File: src/rtl/usb_host_txn_engine.sv
// Host-side USB transaction sequencer: runs OUT and IN transactions, tracks the
// DATA0/DATA1 toggle and retries on NAK, timeout or bad/duplicate data.
module usb_host_txn_engine #(
  parameter int unsigned TIMEOUT_CYCLES = 256,
  parameter int unsigned MAX_NAK        = 8,
  parameter int unsigned MAX_TIMEOUT    = 8
) (
  input  logic       clock,
  input  logic       reset_n,
  input  logic       start,
  input  logic       dir_in,
  input  logic       toggle_clr,
  input  logic       abort,
  output logic       busy,
  output logic       done,
  output logic       success,
  output logic       failure,
  output logic [1:0] fail_code,
  output logic       toggle,
  input  logic       sent,
  output logic       send_token,
  output logic       token_in,
  output logic       send_data,
  output logic       data_pid1,
  output logic       send_ack,
  input  logic       rec_start,
  input  logic       rec_ACK,
  input  logic       rec_NAK,
  input  logic       rec_data_ok,
  input  logic       rec_data_pid1,
  input  logic       rec_data_bad
);

  localparam int unsigned TW = $clog2(TIMEOUT_CYCLES);
  localparam int unsigned NW = $clog2(MAX_NAK + 1);
  localparam int unsigned OW = $clog2(MAX_TIMEOUT + 1);

  localparam logic [TW-1:0] TIMER_LAST = TW'(TIMEOUT_CYCLES - 1);
  localparam logic [NW-1:0] NAK_LIMIT  = NW'(MAX_NAK);
  localparam logic [OW-1:0] TO_LIMIT   = OW'(MAX_TIMEOUT);

  typedef enum logic [2:0] {
    S_IDLE,
    S_TOKEN,
    S_DATA_TX,
    S_WAIT_HS,
    S_WAIT_DATA,
    S_ACK_TX
  } state_t;

  state_t        state_q, state_d;
  logic [TW-1:0] timer_q, timer_d;
  logic [NW-1:0] nak_q, nak_d, nak_inc;
  logic [OW-1:0] to_q, to_d, to_inc;
  logic          toggle_q, toggle_d;
  logic          dir_q, dir_d;
  logic          ack_good_q, ack_good_d;
  logic          busy_q;
  logic          timeout_hit;

  // Saturating increments so the counters never wrap.
  assign nak_inc = (nak_q == '1) ? nak_q : nak_q + NW'(1);
  assign to_inc  = (to_q == '1) ? to_q : to_q + OW'(1);

  // A receiver that is mid-packet suppresses the timeout.
  assign timeout_hit = (timer_q == TIMER_LAST) && !rec_start;

  always_ff @(posedge clock or negedge reset_n) begin
    if (!reset_n) begin
      state_q    <= S_IDLE;
      timer_q    <= '0;
      nak_q      <= '0;
      to_q       <= '0;
      toggle_q   <= 1'b0;
      dir_q      <= 1'b0;
      ack_good_q <= 1'b0;
      busy_q     <= 1'b0;
    end else begin
      state_q    <= state_d;
      timer_q    <= timer_d;
      nak_q      <= nak_d;
      to_q       <= to_d;
      toggle_q   <= toggle_d;
      dir_q      <= dir_d;
      ack_good_q <= ack_good_d;
      busy_q     <= (state_d != S_IDLE);
    end
  end

  always_comb begin
    state_d    = state_q;
    timer_d    = timer_q;
    nak_d      = nak_q;
    to_d       = to_q;
    toggle_d   = toggle_q;
    dir_d      = dir_q;
    ack_good_d = ack_good_q;
    done       = 1'b0;
    success    = 1'b0;
    failure    = 1'b0;
    fail_code  = 2'd0;
    send_token = 1'b0;
    token_in   = 1'b0;
    send_data  = 1'b0;
    data_pid1  = 1'b0;
    send_ack   = 1'b0;

    if (state_q == S_WAIT_HS || state_q == S_WAIT_DATA) begin
      if (rec_start) begin
        timer_d = '0;
      end else if (timer_q != TIMER_LAST) begin
        timer_d = timer_q + TW'(1);
      end
    end

    if (state_q != S_IDLE && abort) begin
      done      = 1'b1;
      failure   = 1'b1;
      fail_code = 2'd3;
      state_d   = S_IDLE;
    end else begin
      case (state_q)
        S_IDLE: begin
          if (toggle_clr) toggle_d = 1'b0;
          if (start) begin
            send_token = 1'b1;
            token_in   = dir_in;
            dir_d      = dir_in;
            nak_d      = '0;
            to_d       = '0;
            state_d    = S_TOKEN;
          end
        end

        S_TOKEN: begin
          if (sent) begin
            if (!dir_q) begin
              send_data = 1'b1;
              data_pid1 = toggle_q;
              state_d   = S_DATA_TX;
            end else begin
              timer_d = '0;
              state_d = S_WAIT_DATA;
            end
          end
        end

        S_DATA_TX: begin
          if (sent) begin
            timer_d = '0;
            state_d = S_WAIT_HS;
          end
        end

        // OUT handshake wait: retries resend only the DATA packet.
        S_WAIT_HS: begin
          if (rec_ACK) begin
            done     = 1'b1;
            success  = 1'b1;
            toggle_d = !toggle_q;
            state_d  = S_IDLE;
          end else if (rec_NAK) begin
            nak_d = nak_inc;
            if (nak_inc == NAK_LIMIT) begin
              done      = 1'b1;
              failure   = 1'b1;
              fail_code = 2'd1;
              state_d   = S_IDLE;
            end else begin
              send_data = 1'b1;
              data_pid1 = toggle_q;
              state_d   = S_DATA_TX;
            end
          end else if (timeout_hit) begin
            to_d = to_inc;
            if (to_inc == TO_LIMIT) begin
              done      = 1'b1;
              failure   = 1'b1;
              fail_code = 2'd2;
              state_d   = S_IDLE;
            end else begin
              send_data = 1'b1;
              data_pid1 = toggle_q;
              state_d   = S_DATA_TX;
            end
          end
        end

        // IN data wait: retries resend the IN token.
        S_WAIT_DATA: begin
          if (rec_data_ok) begin
            send_ack   = 1'b1;
            ack_good_d = (rec_data_pid1 == toggle_q);
            state_d    = S_ACK_TX;
          end else if (rec_NAK) begin
            nak_d = nak_inc;
            if (nak_inc == NAK_LIMIT) begin
              done      = 1'b1;
              failure   = 1'b1;
              fail_code = 2'd1;
              state_d   = S_IDLE;
            end else begin
              send_token = 1'b1;
              token_in   = 1'b1;
              state_d    = S_TOKEN;
            end
          end else if (rec_data_bad || timeout_hit) begin
            to_d = to_inc;
            if (to_inc == TO_LIMIT) begin
              done      = 1'b1;
              failure   = 1'b1;
              fail_code = 2'd2;
              state_d   = S_IDLE;
            end else begin
              send_token = 1'b1;
              token_in   = 1'b1;
              state_d    = S_TOKEN;
            end
          end
        end

        // A duplicate DATA was ACKed to resync the device but counts as a retry.
        S_ACK_TX: begin
          if (sent) begin
            if (ack_good_q) begin
              done     = 1'b1;
              success  = 1'b1;
              toggle_d = !toggle_q;
              state_d  = S_IDLE;
            end else begin
              to_d = to_inc;
              if (to_inc == TO_LIMIT) begin
                done      = 1'b1;
                failure   = 1'b1;
                fail_code = 2'd2;
                state_d   = S_IDLE;
              end else begin
                send_token = 1'b1;
                token_in   = 1'b1;
                state_d    = S_TOKEN;
              end
            end
          end
        end

        default: state_d = S_IDLE;
      endcase
    end
  end

  assign busy   = busy_q;
  assign toggle = toggle_q;

endmodule

File: config.mk
export PLATFORM = sky130hd
export DESIGN_NAME = usb_host_txn_engine
export DESIGN_NICKNAME = d
export VERILOG_FILES = /design/src/rtl/usb_host_txn_engine.sv
export SDC_FILE = /design/constraint.sdc
export NUM_CORES = 1
export LEC_CHECK = 0
export CORE_ASPECT_RATIO = 0.9
export CORE_MARGIN = 2
export CORE_UTILIZATION = 45
export CTS_CLUSTER_DIAMETER = 60
export DETAILED_ROUTE_END_ITERATION = 10
export PLACE_DENSITY = 0.75
export RECOVER_POWER = 100
export SLEW_MARGIN = 20
export SYNTH_ARGS = -nofsm -noshare
export SYNTH_HDL_FRONTEND = slang
export SYNTH_SLANG_ARGS = --single-unit
File: constraint.sdc
create_clock -name clock -period 6.9 [get_ports clock]
set_input_delay 2.07 -clock clock [delete_from_list [all_inputs] [get_ports clock]]
set_output_delay 2.07 -clock clock [all_outputs]
set_load 0.02 [all_outputs]
==> qor.yml <==
finalSetupViolations: 0
dr.pass1.iters: 4
dr_total_vias: 1744
die_area_um2: 4640
h-tree-depth: 1
drt_drc_violations_left: 0
min-delay-start: "timer_q[5]$_DFF_PN0_"
holdWs_ps: 561
post-cts-setup-buffers: 0
hold_class: "reg2reg"
ant_nets: 0
viasPerCell: 6.01
die_y_um: 64.8
clk-insertion-delay-late_ps: 270
cts_tree: "built"
ys.flop_type: "dfrtp_1"
synth.top_cell.area_share_pct: 31.1
start_kind: "input port"
dp_cells: 286
hold_viol_final: 0
grt_util_met3_pct: 2.02
io_buffers: 24
globalRoute.totalOverflow: 0
relSlewSlack_pct: 14.9
drive_gt1_share_pct: 4.55
grtUsageTotal_pct: 19.5
first_global_vias: 1558
hpwlAfterDp_um: 3180
r2r-start: "state_q[2]$_DFF_PN0_"
max_slew.worst_pin.slew_ps: 1280
skew_ps: 4.20
gp_congestion: 0.861
syn_avg_cell_area_um2: 8.19
core_um2: 4020
dpl_worst_slack_ps: 646
cts_buffers: 3
cap_viol_max_count: 0
dr.first_iter.drc_count: 73
worstPathMaxFanout: 5
cp-end-kind: "primary output"
fin_cells: 290
crit_cells: 6
syn_nets: 242
async_reset_ff_share_pct: 100
layout_min_cycle_time_ps: 6440
p_leak_nw: 0.898
synth_edf_count: 0
grt_use_met1_pct: 29.1
crit_path_top_delay_cell: "dlygate4sd3_1"
worstHoldPathCells: 2
io_pins: 25
antenna_found_initial: 0
yosysTopAreaCell: "dfrtp_1"
area_growth_pct: 15.6
fill_cells: 388
die_w_um: 71.6
path_common_cell: "dlygate4sd3_1"
slowest_delay_ps: 720
syn_area_um2: 1850
grt_max_degree: 28
path_clk_slew_ps: 90
arrival_ps: 4370
n_antenna_cell: 0
nets: 259
cts_root_buf: "clkbuf_8"
clk_path_buf_depth: 2
grt_setup_unrepaired: "false"
crit_path_start: "rec_start"
power_uw: 740
cp_cell_sequence: "dlygate4sd3_1, and4b_1, a21oi_1, o31a_1, o31ai_1, dlygate4sd3_1"
cts_hold_buf: 0
worstPathBufferInverterCount: 2
fin_crit_sh_pct: 93.4
peakVddDrop_uv: 254
crit_family: "buffers and inverters"
setup_slack_ps: 456
finalMaxSlewViolations: 0
busiest_layer: "met2"
synth-seq-cells: 23
yosys.cell_types.count: 58
cts_sinks: 23
use_met2_pct: 30.4
power.density_nw_per_um2: 346
yosysSeqAreaShare_pct: 31.1
routedWlPerCell_um: 14.9
rr_worst_depth: 5
grt_pass1_wl_um: 7280
synthTopCellsByArea: "dfrtp_1, a21oi_1, nand2_1, nor2_1, o21ai_0"
fin_tns_setup_ps: 0
ctsResizeCount: 0
outcome: "completed"
synth_cells: 226
required_ps: 4830
postRouteWirelength_um: 4330
critical_path_class: "in2out"
rows: 22
start_util_pct: 46.0
fmax_mhz: 155
yosys_warnings: 0
-- layout by cell type (no fill, tap or decap), drive strengths merged, types with 2 or more instances in the layout --
master          n
mux2i           3
or3b            3
and2            5
inv             6
xnor2           3
or2             2
a211oi          4
nor3            3
a31oi           2
dfrtp          23
a41o            2
dlygate4sd3    17
nand3           9
nand4           3
o21bai          2
ha              3
nand2          20
nor3b           2
clkbuf          4
o211ai          2
a21boi          3
nand4b          3
nand3b          5
nor2           19
a21o            2
nand2b          7
xor2            4
a41oi           2
clkdlybuf4s50   6
a21oi          18
o31ai           4
o21ai          13
a211o           6
nor4b           2
a32oi           3
and3            3
nor2b           5
-- cells in the mapped netlist (3+ instances only) --
library cell,instances
nand3_1,9
nand4b_1,3
nand4_1,3
o31ai_1,4
nand2_1,20
clkbuf_1,4
o21ai_0,13
a211o_1,6
nand2b_1,7
a21oi_1,17
and2_1,5
mux2i_1,3
nor2_1,19
and3_1,3
inv_1,6
xnor2_1,3
dfrtp_1,23
a211oi_1,4
nor2b_1,5
ha_1,3
nand3b_1,5
buf_2,8
xor2_1,4
nor3_1,3
-- cell families after synthesis --
| kind of cell | synth area share [%] |
|---|---|
| buffers and inverters | 4.39 |
| XOR/XNOR | 3.31 |
| multiplexers | 2.23 |
| AO/OA/AOI/OAI | 27.2 |
| flip-flops | 31.1 |
| adder cells (fa/ha/maj) | 2.03 |
| AND/OR/NAND/NOR | 29.8 |
-- routing by layer --
| layer | wire [um] | part of all wire, % |
|---|---|---|
| met3 | 227 | 5.2 |
| met1 | 2050 | 47 |
| met5 | 0 | 0 |
| met2 | 2010 | 47 |
| met4 | 38 | 0.88 |
-- registers in the layout, summed over array words and instances, names as in the netlist --
signal and cells:
ack_good_q 1, busy 1, dir_q 1, nak_q 4, state_q 3, timer_q 8
to_q 4, toggle 1
-- where the power goes --
part	leakage [nW]	internal (mW)	switching [mW]
logic	0.570	0.172	0.220
registers	0.306	0.178	0.0796
clock network	0.0217	0.0410	0.0500
-- final timing paths --
| kind | slack (ps) | endpoint |
|---|---|---|
| worst max-delay path | 460 | fail_code[1] |
| worst min-delay path | 560 | timer_q[5]$_DFF_PN0_ |
| worst max register to register | 4390 | nak_q[1]$_DFFE_PN0P_ |
| worst min register to register | 560 | timer_q[5]$_DFF_PN0_ |
| max in group asynchronous | 4100 | nak_q[2]$_DFFE_PN0P_ |
| min in group asynchronous | 2050 | timer_q[1]$_DFF_PN0_ |
-- through the flow --
step                      cell area (um2)  util (%)
after floorplan                      1850         -
after global placement               2100      52.2
after detailed placement             2100      52.2
after CTS                            2150      53.5
after global routing                 2140      53.2
final                                2140      53.2
-- worst reg2reg max path, stage by stage (launching register included) --
cell and delay [ps]:
dfrtp_1 820, and3b_1 330, a221o_1 380, a21oi_1 480, a21boi_0 180, a41o_1 230
-- final cells by class --
cell class | instances | area, um2 | share of cell area, %
multi-input cells | 184 | 1190 | 55.6
flip-flops and latches | 23 | 576 | 26.9
repair buffers | 25 | 241 | 11.3
well taps | 48 | 60.1 | 2.81
clock buffers | 3 | 41.3 | 1.93
inverters | 6 | 22.5 | 1.05
clock inverters | 1 | 7.51 | 0.351
(Power assumes the default switching activity.)
